--- config.mk ---
export PLATFORM = sky130hd
export DESIGN_NAME = ws2812_pixel_tx
export DESIGN_NICKNAME = d
export VERILOG_FILES = /design/src/rtl/ws2812_pixel_tx.sv
export SDC_FILE = /design/constraint.sdc
export NUM_CORES = 1
export LEC_CHECK = 0
export BUFFER_PORTS_ARGS = -buffer_cell sky130_fd_sc_hd__buf_2
export CAP_MARGIN = 5
export CORE_MARGIN = 5
export CORE_UTILIZATION = 50
export DETAILED_ROUTE_END_ITERATION = 6
export HOLD_SLACK_MARGIN = 0.05
export PLACE_DENSITY = 0.63
export SLEW_MARGIN = 20
export SYNTH_ARGS = -nofsm -noshare
export SYNTH_HDL_FRONTEND = slang
export SYNTH_SLANG_ARGS = --single-unit
--- constraint.sdc ---
create_clock -name clk_clk -period 7.8 [get_ports clk_clk]
set_input_delay 1.17 -clock clk_clk [delete_from_list [all_inputs] [get_ports clk_clk]]
set_output_delay 1.17 -clock clk_clk [all_outputs]
set_load 0.02 [all_outputs]
--- src/rtl/ws2812_pixel_tx.sv ---
`default_nettype none
// ============================================================================
// ws2812_pixel_tx : FIFO-buffered GRB pixel serialiser for WS2812 strings.
// Optional macro WS2812_TX_STATS_EN adds frame/underrun counters.  Rev 1.0
// ============================================================================
module ws2812_pixel_tx #(
  parameter int FIFO_AW   = 4,
  parameter int T0H_CYC   = 20,
  parameter int T1H_CYC   = 40,
  parameter int BIT_CYC   = 63,
  parameter int LATCH_CYC = 15000
) (
  input  logic               clk_clk,
  input  logic               reset_reset_n,
  input  logic [23:0]        pix_data,
  input  logic               pix_last,
  input  logic               pix_valid,
  output logic               pix_ready,
  output logic               led_dout,
  output logic               busy,
  output logic [FIFO_AW:0]   fifo_level,
`ifdef WS2812_TX_STATS_EN
  output logic [15:0]        frame_cnt,
  output logic [15:0]        underrun_cnt,
`endif
  output logic               underrun
);

  localparam int c_DEPTH = 2 ** FIFO_AW;
  localparam int c_CMAX  = (BIT_CYC > LATCH_CYC) ? BIT_CYC : LATCH_CYC;
  localparam int c_CW    = $clog2(c_CMAX + 1);

  localparam logic [c_CW-1:0]  c_ONE   = c_CW'(1);
  localparam logic [c_CW-1:0]  c_T0H   = c_CW'(T0H_CYC);
  localparam logic [c_CW-1:0]  c_T1H   = c_CW'(T1H_CYC);
  localparam logic [c_CW-1:0]  c_T0L   = c_CW'(BIT_CYC - T0H_CYC);
  localparam logic [c_CW-1:0]  c_T1L   = c_CW'(BIT_CYC - T1H_CYC);
  localparam logic [c_CW-1:0]  c_LATCH = c_CW'(LATCH_CYC);
  localparam logic [FIFO_AW:0] c_FULL  = {1'b1, {FIFO_AW{1'b0}}};

  typedef enum logic [1:0] {
    S_IDLE  = 2'd0,
    S_HIGH  = 2'd1,
    S_LOW   = 2'd2,
    S_LATCH = 2'd3
  } state_t;

  // ---------------- FIFO of {last, data} ----------------
  logic [24:0]      r_mem [c_DEPTH];
  logic [FIFO_AW:0] r_wr_ptr;
  logic [FIFO_AW:0] r_rd_ptr;
  logic [FIFO_AW:0] r_level;
  logic [FIFO_AW:0] w_level_nx;
  logic             r_ready;
  logic             w_push;
  logic             w_pop;
  logic             w_empty;
  logic [24:0]      w_head;

  assign w_push  = pix_valid && r_ready;
  assign w_empty = (r_wr_ptr == r_rd_ptr);
  assign w_head  = r_mem[r_rd_ptr[FIFO_AW-1:0]];

  always_ff @(posedge clk_clk) begin
    if (w_push) begin
      r_mem[r_wr_ptr[FIFO_AW-1:0]] <= {pix_last, pix_data};
    end
  end

  always_comb begin
    w_level_nx = r_level;
    case ({w_push, w_pop})
      2'b10:   w_level_nx = r_level + 1'b1;
      2'b01:   w_level_nx = r_level - 1'b1;
      default: w_level_nx = r_level;
    endcase
  end

  // Ready is registered from the next level so it never forms a comb path.
  always_ff @(posedge clk_clk) begin
    if (!reset_reset_n) begin
      r_wr_ptr <= '0;
      r_rd_ptr <= '0;
      r_level  <= '0;
      r_ready  <= 1'b0;
    end else begin
      if (w_push) r_wr_ptr <= r_wr_ptr + 1'b1;
      if (w_pop)  r_rd_ptr <= r_rd_ptr + 1'b1;
      r_level <= w_level_nx;
      r_ready <= (w_level_nx != c_FULL);
    end
  end

  // ---------------- Bit serialiser FSM ----------------
  state_t          r_state;
  state_t          w_state_nx;
  logic [c_CW-1:0] r_cnt;
  logic [c_CW-1:0] w_cnt_nx;
  logic [23:0]     r_shift;
  logic [23:0]     w_shift_nx;
  logic [4:0]      r_idx;
  logic [4:0]      w_idx_nx;
  logic            r_last;
  logic            w_last_nx;
  logic            w_underrun_nx;
  logic            r_underrun;
  logic            r_led;
  logic [c_CW-1:0] w_head_hi;

  assign w_head_hi = w_head[23] ? c_T1H : c_T0H;

  always_ff @(posedge clk_clk) begin
    if (!reset_reset_n) begin
      r_state    <= S_IDLE;
      r_cnt      <= '0;
      r_shift    <= '0;
      r_idx      <= '0;
      r_last     <= 1'b0;
      r_underrun <= 1'b0;
      r_led      <= 1'b0;
    end else begin
      r_state    <= w_state_nx;
      r_cnt      <= w_cnt_nx;
      r_shift    <= w_shift_nx;
      r_idx      <= w_idx_nx;
      r_last     <= w_last_nx;
      r_underrun <= w_underrun_nx;
      r_led      <= (w_state_nx == S_HIGH);
    end
  end

  always_comb begin
    w_state_nx    = r_state;
    w_cnt_nx      = r_cnt;
    w_shift_nx    = r_shift;
    w_idx_nx      = r_idx;
    w_last_nx     = r_last;
    w_pop         = 1'b0;
    w_underrun_nx = 1'b0;
    case (r_state)
      S_IDLE: begin
        if (!w_empty) begin
          w_pop      = 1'b1;
          w_shift_nx = w_head[23:0];
          w_last_nx  = w_head[24];
          w_idx_nx   = 5'd23;
          w_cnt_nx   = w_head_hi;
          w_state_nx = S_HIGH;
        end
      end
      S_HIGH: begin
        if (r_cnt == c_ONE) begin
          w_cnt_nx   = r_shift[23] ? c_T1L : c_T0L;
          w_state_nx = S_LOW;
        end else begin
          w_cnt_nx = r_cnt - c_ONE;
        end
      end
      S_LOW: begin
        if (r_cnt != c_ONE) begin
          w_cnt_nx = r_cnt - c_ONE;
        end else if (r_idx != 5'd0) begin
          w_shift_nx = {r_shift[22:0], 1'b0};
          w_idx_nx   = r_idx - 5'd1;
          w_cnt_nx   = r_shift[22] ? c_T1H : c_T0H;
          w_state_nx = S_HIGH;
        end else if (r_last) begin
          w_cnt_nx   = c_LATCH;
          w_state_nx = S_LATCH;
        end else if (!w_empty) begin
          // Next pixel follows with no gap so bit spacing stays exact.
          w_pop      = 1'b1;
          w_shift_nx = w_head[23:0];
          w_last_nx  = w_head[24];
          w_idx_nx   = 5'd23;
          w_cnt_nx   = w_head_hi;
          w_state_nx = S_HIGH;
        end else begin
          w_underrun_nx = 1'b1;
          w_cnt_nx      = c_LATCH;
          w_state_nx    = S_LATCH;
        end
      end
      S_LATCH: begin
        if (r_cnt == c_ONE) begin
          w_state_nx = S_IDLE;
        end else begin
          w_cnt_nx = r_cnt - c_ONE;
        end
      end
      default: w_state_nx = S_IDLE;
    endcase
  end

  assign pix_ready  = r_ready;
  assign led_dout   = r_led;
  assign busy       = (r_state != S_IDLE) || !w_empty;
  assign fifo_level = r_level;
  assign underrun   = r_underrun;

`ifdef WS2812_TX_STATS_EN
  logic [15:0] r_frame_cnt;
  logic [15:0] r_underrun_cnt;
  logic        w_latch_entry;

  assign w_latch_entry = (w_state_nx == S_LATCH) && (r_state != S_LATCH);

  always_ff @(posedge clk_clk) begin
    if (!reset_reset_n) begin
      r_frame_cnt    <= '0;
      r_underrun_cnt <= '0;
    end else begin
      if (w_latch_entry) r_frame_cnt    <= r_frame_cnt + 16'd1;
      if (w_underrun_nx) r_underrun_cnt <= r_underrun_cnt + 16'd1;
    end
  end

  assign frame_cnt    = r_frame_cnt;
  assign underrun_cnt = r_underrun_cnt;
`endif

endmodule
`default_nettype wire

After elaboration in Yosys (flattened, before gate mapping). Memories as Yosys holds them, arrays and structs flattened. A register that Yosys moved wholly into a read port is not among the register bits. Index checks and enable logic that the tools add are counted.

Register bits: 64. RAM bits: 400. Input port bits: 28. Output and inout port bits: 9. Logic and storage cells: 92. Memories: 1.

Memories: r_mem (words 16, width 25, rd ports 1, clocked after Yosys merged registers in 1, wr ports 1, line 49) `logic [24:0] r_mem [c_DEPTH];`.

Add/subtract/negate cells: 6. Eq/ne operators: 15. Mux-type cells: 46. Bitwise gates (word level): 2. Reductions and logical operators: 11.

Operator list (number): 14-bit two-way mux (7); 24-bit two-way mux (4); 14-bit case mux with 4 select lines (1); 24-bit case mux with 2 select lines (1); 5-bit two-way mux (4); 5-bit case mux with 2 select lines (2); 6-bit two-way mux (3); 5-bit by 1-bit adder with 5-bit output (second input constant) (3); 14-bit by 1-bit == test with 1-bit output (second input constant) (1); 2-bit two-way mux (7); 14-bit by 1-bit inequality test with 1-bit output (second input constant) (1); 14-bit by 1-bit subtractor with 14-bit output (second input constant) (1); 1-bit two-way mux (12); 5-bit by 1-bit subtractor with 5-bit output (second input constant) (2); 4-bit two-way mux (2); 2-bit inequality test (second input constant) (4); 2-bit case mux with 4 select lines (1); 2-bit by 1-bit == test with 1-bit output (second input constant) (3); 2-bit == test (second input constant) (3); 5-bit == test (1); 5-bit inequality test (second input constant) (1); 5-bit nonzero test (1); 5-bit OR reduction (1); 1-bit case mux with 2 select lines (2); 10 further kinds (12).

Logic depth before layout (Yosys ltp). Gate-level depths: netlist of run 1.

Depth after elaboration: 9. Mapped depth: 18.

Worst setup path after synthesis of run 1. Ideal clock, no wire load.

Kind: in2reg. Start: input pix_valid. End: memory r_mem[3][0] (enable). Setup time: 0.438 ns. Arrival time: 3.441 ns. Slack: 3.921 ns. Stages on the path: 4. Cells stage by stage: and2_1 -> clkbuf_1 -> nand2_1 -> nor3_1.

Longest elaborated chain between the ends: 3.

Ends and longest elaborated chain: start: declaration (line 17) `input logic pix_valid,`; 1-bit logical AND (line 60) `assign w_push = pix_valid && r_ready;`; 1-bit two-way mux (line 65) `if (w_push) begin`; 1-bit two-way mux (implied by the code) (line 66) `r_mem[r_wr_ptr[FIFO_AW-1:0]] <= {pix_last, pix_data};`; end: declaration (line 49).

Every way passes these cells.

Worst setup path in the final report of run 1.
Start: register r_wr_ptr[2]. End: register r_ready, in the netlist pix_ready.

Longest elaborated chain between the ends: 9. Elaborated cells between the ends (all ways): 10. Those cells by class: 4 x eq/ne; 6 x mux.

Ends and longest elaborated chain: start: declaration (line 50) `logic [FIFO_AW:0] r_wr_ptr;`; start signal: assignment (line 87) `if (w_push) r_wr_ptr <= r_wr_ptr + 1'b1;`; 5-bit == test * (line 61) `assign w_empty = (r_wr_ptr == r_rd_ptr);`; 1-bit two-way mux * (line 142, 170); 1-bit two-way mux (line 167) `end else if (r_last) begin`; 1-bit two-way mux (line 162) `end else if (r_idx != 5'd0) begin`; 1-bit two-way mux (line 160) `if (r_cnt != c_ONE) begin`; 1-bit case mux with 2 select lines * (line 140) `case (r_state)`; 2-bit by 1-bit == test with 1-bit output / 2-bit == test (equally long branches) (line 72) `case ({w_push, w_pop})`; 5-bit case mux with 2 select lines * (line 72); 5-bit inequality test * (line 90) `r_ready <= (w_level_nx != c_FULL);`; end signal: assignment (line 90); end: declaration (line 54) `logic r_ready;`.

Every way passes the cells marked *; elsewhere a longest branch is shown, timed or not. A chain may end at the register's enable or synchronous reset.

==> results of run 1 <==
==> placed cells by master (no fill, tap or decap), types with 3 or more instances in the layout <==
cell,synthesis,routed
o221ai_1,22,22
bufinv_16,0,5
nor3_1,16,12
and2_1,6,6
inv_1,30,30
a31oi_1,5,5
buf_2,10,36
buf_4,0,18
clkinv_1,2,11
xnor2_1,7,7
nor3b_1,4,4
dfxtp_1,68,64
a21oi_1,48,48
a32o_1,3,3
o21ai_1,8,8
nor2b_1,5,5
clkbuf_8,0,3
nor3_2,0,4
ha_1,11,11
edfxtp_1,400,400
clkbuf_1,37,4
o21ai_0,7,7
nand2_1,29,29
nor4_1,3,3
a21o_1,4,4
and3_1,5,5
nand3_1,12,12
and4_1,3,3
nor2_4,0,12
clkinv_2,0,14
nor2_1,50,38
or3_1,7,7
nand4_1,6,6
mux4_2,125,125
clkbuf_16,0,48
nand2b_1,7,7
xor2_1,15,15
==> cells by family (layout without fill, tap and decap cells) <==
group	after synthesis	in the layout
AO/OA/AOI/OAI	125	125
XOR/XNOR	22	22
adder cells (fa/ha/maj)	11	11
buffers and inverters	89	177
flip-flops	468	468
multiplexers	128	128
other	0	1
AND/OR/NAND/NOR	166	166
==> how the worst max path moves through the flow <==
stage                                 end  slack [ps]  cells past startpoint
finish               pix_ready$_SDFF_PN0_        3230                     14
global route         pix_ready$_SDFF_PN0_        2820                     14
CTS                  pix_ready$_SDFF_PN0_        3220                     14
detailed placement   pix_ready$_SDFF_PN0_        3240                     14
global placement     pix_ready$_SDFF_PN0_        3340                     14
floorplan           r_mem[3][0]$_DFFE_PP_        3920                      4
==> critical path, stage by stage, from the launching register on <==
cell and delay (ps):
dfxtp_1 570, xor2_1 180, nor3_1 140, a21oi_1 750, nand2_1 870, inv_2 380, nand2_1 100, xnor2_1 140
ha_1 230, nand4b_1 110, a21o_1 180, or2_2 260, a32o_1 220, a21oi_1 140, a41oi_1 130
==> report_power, final <==
part	internal (mW)	leakage, nW	total (mW)	switching (mW)
registers	2.84	4.16	3.00	0.157
clock network	1.33	0.783	2.28	0.954
logic	0.566	1.71	1.22	0.658
==> flip-flops by register name, summed over array words and instances, names as in the netlist, named ones only <==
register    cells
r_mem         400
led_dout        1
r_state         2
r_idx           5
underrun        1
r_wr_ptr        5
r_rd_ptr        5
r_last          1
r_shift        24
pix_ready       1
r_cnt          14
fifo_level      5
==> layout make-up <==
type | count | area share [%]
well taps | 468 | 2.79
flip-flops and latches | 468 | 63.7
inverters | 33 | 0.589
multi-input cells | 452 | 23.7
clock buffers | 55 | 5.98
diodes | 1 | 0.0119
clock inverters | 33 | 1.55
repair buffers | 56 | 1.73
==> stage by stage <==
stage	cells	hold slack, ps	cell area (um^2)	total power [mW]	setup slack [ps]
floorplan	1009	425	18600	3.97	3920
global placement	1476	432	19400	4.27	3340
detailed placement	1477	437	19400	4.29	3240
CTS	1565	448	21000	6.57	3220
global route	1565	464	21000	6.81	2820
finish	1566	450	21000	6.50	3230
==> metal layers <==
metal  vias to the layer above  part of all wire [%]  global-route usage [%]
met5                         -                 0.051                       0
met4                         2                   2.6                    5.94
met3                        66                   5.5                    3.26
met2                       247                    48                    30.5
met1                      4887                    44                    28.0
li1                       4207                     -                       -
==> key figures, run 1 <==
Run status
  – Outcome: finished, final reports clean

Critical path
  – R2r setup slk: 3230 ps
  – Critical Setup Path Class: flop to flop
  – Worst Setup SP: r_wr_ptr[2]$_SDFFE_PN0P_
  – Max FO, Critical Path: 24
  – Crit path DAT: 4980 ps
  – Worst path required time: 8210 ps
  – Reg2Reg Depth: 14
  – Crit Reg-Reg Endpoint: pix_ready$_SDFF_PN0_
  – Worst reg2reg startpoint: r_wr_ptr[2]$_SDFFE_PN0P_
  – Setup crit end kind: flop
  – Worst Setup Start Kind: flop

STA
  – Relative slew margins: 22.9%
  – Worst Tran Pin Value: 1150 ps
  – Final Critical Period: 4570 ps
  – Final Hold Viols: 0
  – Fmax achieved: 0.219 GHz
  – Skew final: 16.1 ps
  – Pins over their slew limit: 0
  – Crit share post-route: 58.6%
  – Final setup fails: 0
  – TNS Setup: 0 ps
  – RSZ-0062 raised after global routing: no

Logic synthesis
  – Sequential share of the synthesized area: 71.9%
  – Post-synthesis simple-gate area fraction: 4.61%
  – Synthesized cell area: 0.0186 mm^2
  – Syn_area_per_cell: 18.4 um^2
  – Yosys top cell by area: edfxtp_1
  – Synthesized instance count: 1009
  – Adder-Cell Fraction of Synth Area: 0.740%
  – Post-synthesis cell type count: 66
  – Yosys warns: 0
  – Xor and xnor area share after synthesis: 1.04%
  – Flops & latches, synth: 468
  – Count leader, synth: edfxtp_1
  – Commonest cells post-synth: 400 x edfxtp_1, 125 x mux4_2, 68 x dfxtp_1, 50 x nor2_1, 48 x a21oi_1
  – Main combinational cell family by area after synthesis: multiplexers
  – Multiplexer area fraction after synthesis: 15.3%
  – Post-synth EDFFs: 400
  – Post-Syn Nets: 1048
  – Main flop type after synthesis: edfxtp_1
  – Compound-Gate Fraction of Synth Area: 4.51%
  – Synth area leaders: edfxtp_1 65%, mux4_2 15%, dfxtp_1 7.3%
  – Fraction of registers with async set/reset: 0%
  – Top-area cell type share of the netlist area: 64.6%

Finish
  – Fillers: 2736
  – Area Growth Syn to Fin: 13.0%
  – Util after Layout: 57.3%
  – Reg area: 0.0134 mm^2
  – Layout cells sized above 1: 25.9%
  – Multi-input gate area: 0.00498 mm^2
  – Nets: 1098

Die
  – I/O pin count: 37
  – DIE WIDTH: 203 um
  – Die Height: 203 um
  – Die area: 0.0412 mm^2
  – Starting Density: 50.7%
  – Total core area: 0.0367 mm^2
  – Core Rows: 70

Routing
  – Avg Vias per Cell: 6.01
  – Total wire length: 39200 um
  – WL/cell: 25.0 um
  – Drt first pass iters: 4
  – Vias: 9409
  – Antenna-violating nets left: 0
  – # DRC: 0
  – Iter 0 DRT Violations: 785

GRT
  – Number of global-route vias before repair: 9570
  – Largest net degree at the start of global routing: 61
  – Initial antenna violation count: 1
  – Gr usage total: 19.3%
  – Total gr overflow: 0
  – First-pass GRT wire length: 59800 um

CTS
  – CTS Buffer Depth: 3
  – CTS Root Cell: clkbuf_16
  – CTS sink cnt: 468
  – Number of setup buffers added after CTS: 0
  – Clock-pin transition on the worst setup and hold timing paths: 60 ps
  – Clock latency at the later pin of the worst-skew pair: 580 ps
  – CTS Buf Count: 48
  – TritonCTS clock tree: yes
  – H-tree Lvls: 2
  – CTS Hold Bufs: 0
  – Post-CTS Resized: 0

Job
  – Max Cap Violations: 0

Placement
  – I/O Buffers: 36
  – Hpwl dp: 21000 um
  – Global placement routability congestion: 0.790

Hold path
  – Hold crit path type: flop to flop
  – Hold Crit Start: r_shift[3]$_SDFFE_PN0P_
  – WHS Endpoint: r_shift[3]$_SDFFE_PN0P_
  – Hold Path Cell Cnt: 2

Power and ir drop
  – Worst VDD drop: 0.206 mV
  – Power Dens Cells: 309 mW/mm^2
  – Pleak: 6.65 nW
No activity file was read; power rests on OpenSTA's default activity.
==> run 2: changes to the inputs <==
- PLACE_DENSITY: 0.63 -> 0.65
- clock period: 7.8 -> 4.1 ns (I/O delays scaled with it)
==> run 2 against run 1 <==
  * Count of clock-buffer cells in the layout grew 18
  * Flip-flop and latch count is the same
  * Via count increased by 1.4%
  * Power grew 90%
  * Global-route usage is 0.43 points higher
  * Combinational power grew 100%
  * Non-clock buffer count increased by 18
  * Utilization is 0.24 points higher
  * Clock power rose by 86%
  * Hold slack worse by 40 ps
  * Die area stayed put
  * Highest routed layer unchanged
==> key figures, run 2 (synthesis results as in run 1) <==
Finish
  – Most frequent cells in the layout: 400 x edfxtp_1, 125 x mux4_2, 64 x dfxtp_1, 51 x clkbuf_16, 48 x a21oi_1
  – Max FFs per register: 400
  – Most common cell after layout, fill and taps aside: edfxtp_1
  – Reg area: 0.0134 mm^2
  – Multi-input gate area: 0.00499 mm^2
  – Nets: 1115
  – Fillers: 2747
  – Antenna Cells: 0
  – Area Growth Syn to Fin: 13.5%
  – Layout cells sized above 1: 26.9%

Power and ir drop
  – Switching power: 3.35 mW
  – Int Pwr: 9.01 mW
  – Seq pwr share: 45.7%
  – Sw Share: 27.1%
  – Clock Power Share: 34.3%
  – Combinational share of power: 20.0%
  – Worst VDD drop: 0.354 mV
  – Pleak: 6.73 nW
  – Power Dens Cells: 585 mW/mm^2

Routing
  – # DRC: 0
  – Highest layer used for signal routing: met5
  – Drt first pass iters: 4
  – Vias: 9541
  – Total wire length: 40000 um
  – Iter 0 DRT Violations: 710
  – Met2 WL post-DR: 19700 um
  – Antenna-violating nets left: 0
  – Routed length on met3: 1960 um
  – WL/cell: 25.3 um
  – Met1 wire length: 17300 um
  – Avg Vias per Cell: 6.03

Placement
  – Pre-CTS WS: 415 ps
  – I/O Buffers: 36
  – Hpwl dp: 21900 um
  – Global placement routability congestion: 0.826

GRT
  – Gr usage total: 19.7%
  – Number of global-route vias before repair: 9797
  – First-pass GRT wire length: 61300 um
  – Largest net degree at the start of global routing: 43
  – Total gr overflow: 0
  – Initial antenna violation count: 1

Critical path
  – Worst path required time: 4520 ps
  – Crit Reg-Reg Endpoint: pix_ready$_SDFF_PN0_
  – Reg2Reg Depth: 15
  – Worst reg2reg startpoint: r_cnt[0]$_SDFFE_PN0P_
  – Setup crit end kind: flop
  – Worst Setup SP: r_cnt[0]$_SDFFE_PN0P_
  – Crit path DAT: 4080 ps
  – Worst Setup Start Kind: flop
  – R2r setup slk: 450 ps
  – Max FO, Critical Path: 10
  – Critical Setup Path Class: flop to flop
  – Crit path capture: pix_ready$_SDFF_PN0_

Die
  – Total core area: 0.0367 mm^2
  – Die area: 0.0412 mm^2
  – Die Height: 203 um
  – I/O pin count: 37
  – DIE WIDTH: 203 um
  – Core Rows: 70
  – Starting Density: 50.7%

CTS
  – Number of setup buffers added after CTS: 0
  – CTS Buf Count: 47
  – Clock latency at the later pin of the worst-skew pair: 580 ps
  – CTS Buffer Depth: 3
  – TritonCTS clock tree: yes
  – CTS Hold Bufs: 0
  – CTS Root Cell: clkbuf_16
  – H-tree Lvls: 2
  – Clock-pin transition on the worst setup and hold timing paths: 60 ps
  – CTS sink cnt: 468

STA
  – Final Hold Viols: 0
  – Skew final: 19.9 ps
  – Fin worst setup slack: 446 ps
  – Pins over their slew limit: 0
  – TNS Setup: 0 ps
  – Fmax achieved: 0.274 GHz
  – Final Critical Period: 3650 ps
  – Relative slew margins: 38.5%
  – Worst Tran Pin Value: 920 ps
  – RSZ-0062 raised after global routing: no
  – Final setup fails: 0
  – Crit share post-route: 89.1%

Job
  – Max Cap Violations: 0

Hold path
  – Hold crit path type: input port to flop

Run status
  – Outcome: finished, final reports clean
## run 2: how the worst min path moves through the flow
stage          cells past startpoint  slack (ps)                      from                        to
2_1_floorplan                      2         420  r_shift[21]$_SDFFE_PN0P_  r_shift[21]$_SDFFE_PN0P_
4_1_cts                            1         380              pix_data[16]   r_mem[14][16]$_DFFE_PP_
3_5_place_dp                       2         440  r_shift[19]$_SDFFE_PN0P_  r_shift[19]$_SDFFE_PN0P_
6_report                           1         410              pix_data[16]   r_mem[14][16]$_DFFE_PP_
5_1_grt                            1         410              pix_data[19]    r_mem[8][19]$_DFFE_PP_
3_3_place_gp                       2         430  r_shift[17]$_SDFFE_PN0P_  r_shift[17]$_SDFFE_PN0P_
## run 2: routing by layer
metal	vias up	track usage, %
met4	2	5.97
li1	4230	-
met2	255	31.8
met1	4987	28.0
met5	-	0
met3	67	3.37
## run 2: final cells by class
cell class / instances / share of cell area, %
inverter: 33 / 0.587
clock buffer: 73 / 6.80
sequential: 468 / 63.4
timing repair buffer: 74 / 2.26
tap: 468 / 2.77
clock inverter: 15 / 0.557
multi-input combinational: 452 / 23.6
## run 2: power by group through the flow
| stage | Combinational (mW) | Sequential [mW] | Clock [mW] |
|---|---|---|---|
| 6_report | 2.47 | 5.65 | 4.24 |
| 5_1_grt | 2.71 | 5.69 | 4.53 |
| 4_1_cts | 2.48 | 5.65 | 4.34 |
| 3_5_place_dp | 2.47 | 5.74 | 0 |
| 3_3_place_gp | 2.44 | 5.74 | 0 |
| 2_1_floorplan | 1.88 | 5.67 | 0 |
## run 2: timing repair
item                                   CTS  global route
resized for setup                        0             1
endpoints found under the hold margin    0             0
setup endpoints to repair                0             1
## run 2: worst max-delay path: stages, from the launching register on
cell	delay (ps)
dfxtp_1	450
ha_1	210
nor3b_2	310
and4_1	370
a21o_1	360
nand2_1	150
inv_2	150
nand2_1	90
xnor2_1	150
ha_1	220
nand4b_1	110
a21o_1	180
or2_2	260
a32o_1	230
a21oi_1	150
a41oi_1	120
## run 2: per-stage QoR
step	total power [mW]	hold WS (ps)	utilization (%)	cells	cell area, um^2
final	12.4	411	57.5	1583	21100
after global placement	8.17	433	53.3	1495	19600
after detailed placement	8.22	438	53.3	1495	19600
after CTS	12.5	383	57.5	1583	21100
after global routing	12.9	406	57.5	1583	21100
after floorplan	7.56	425	-	1009	18600
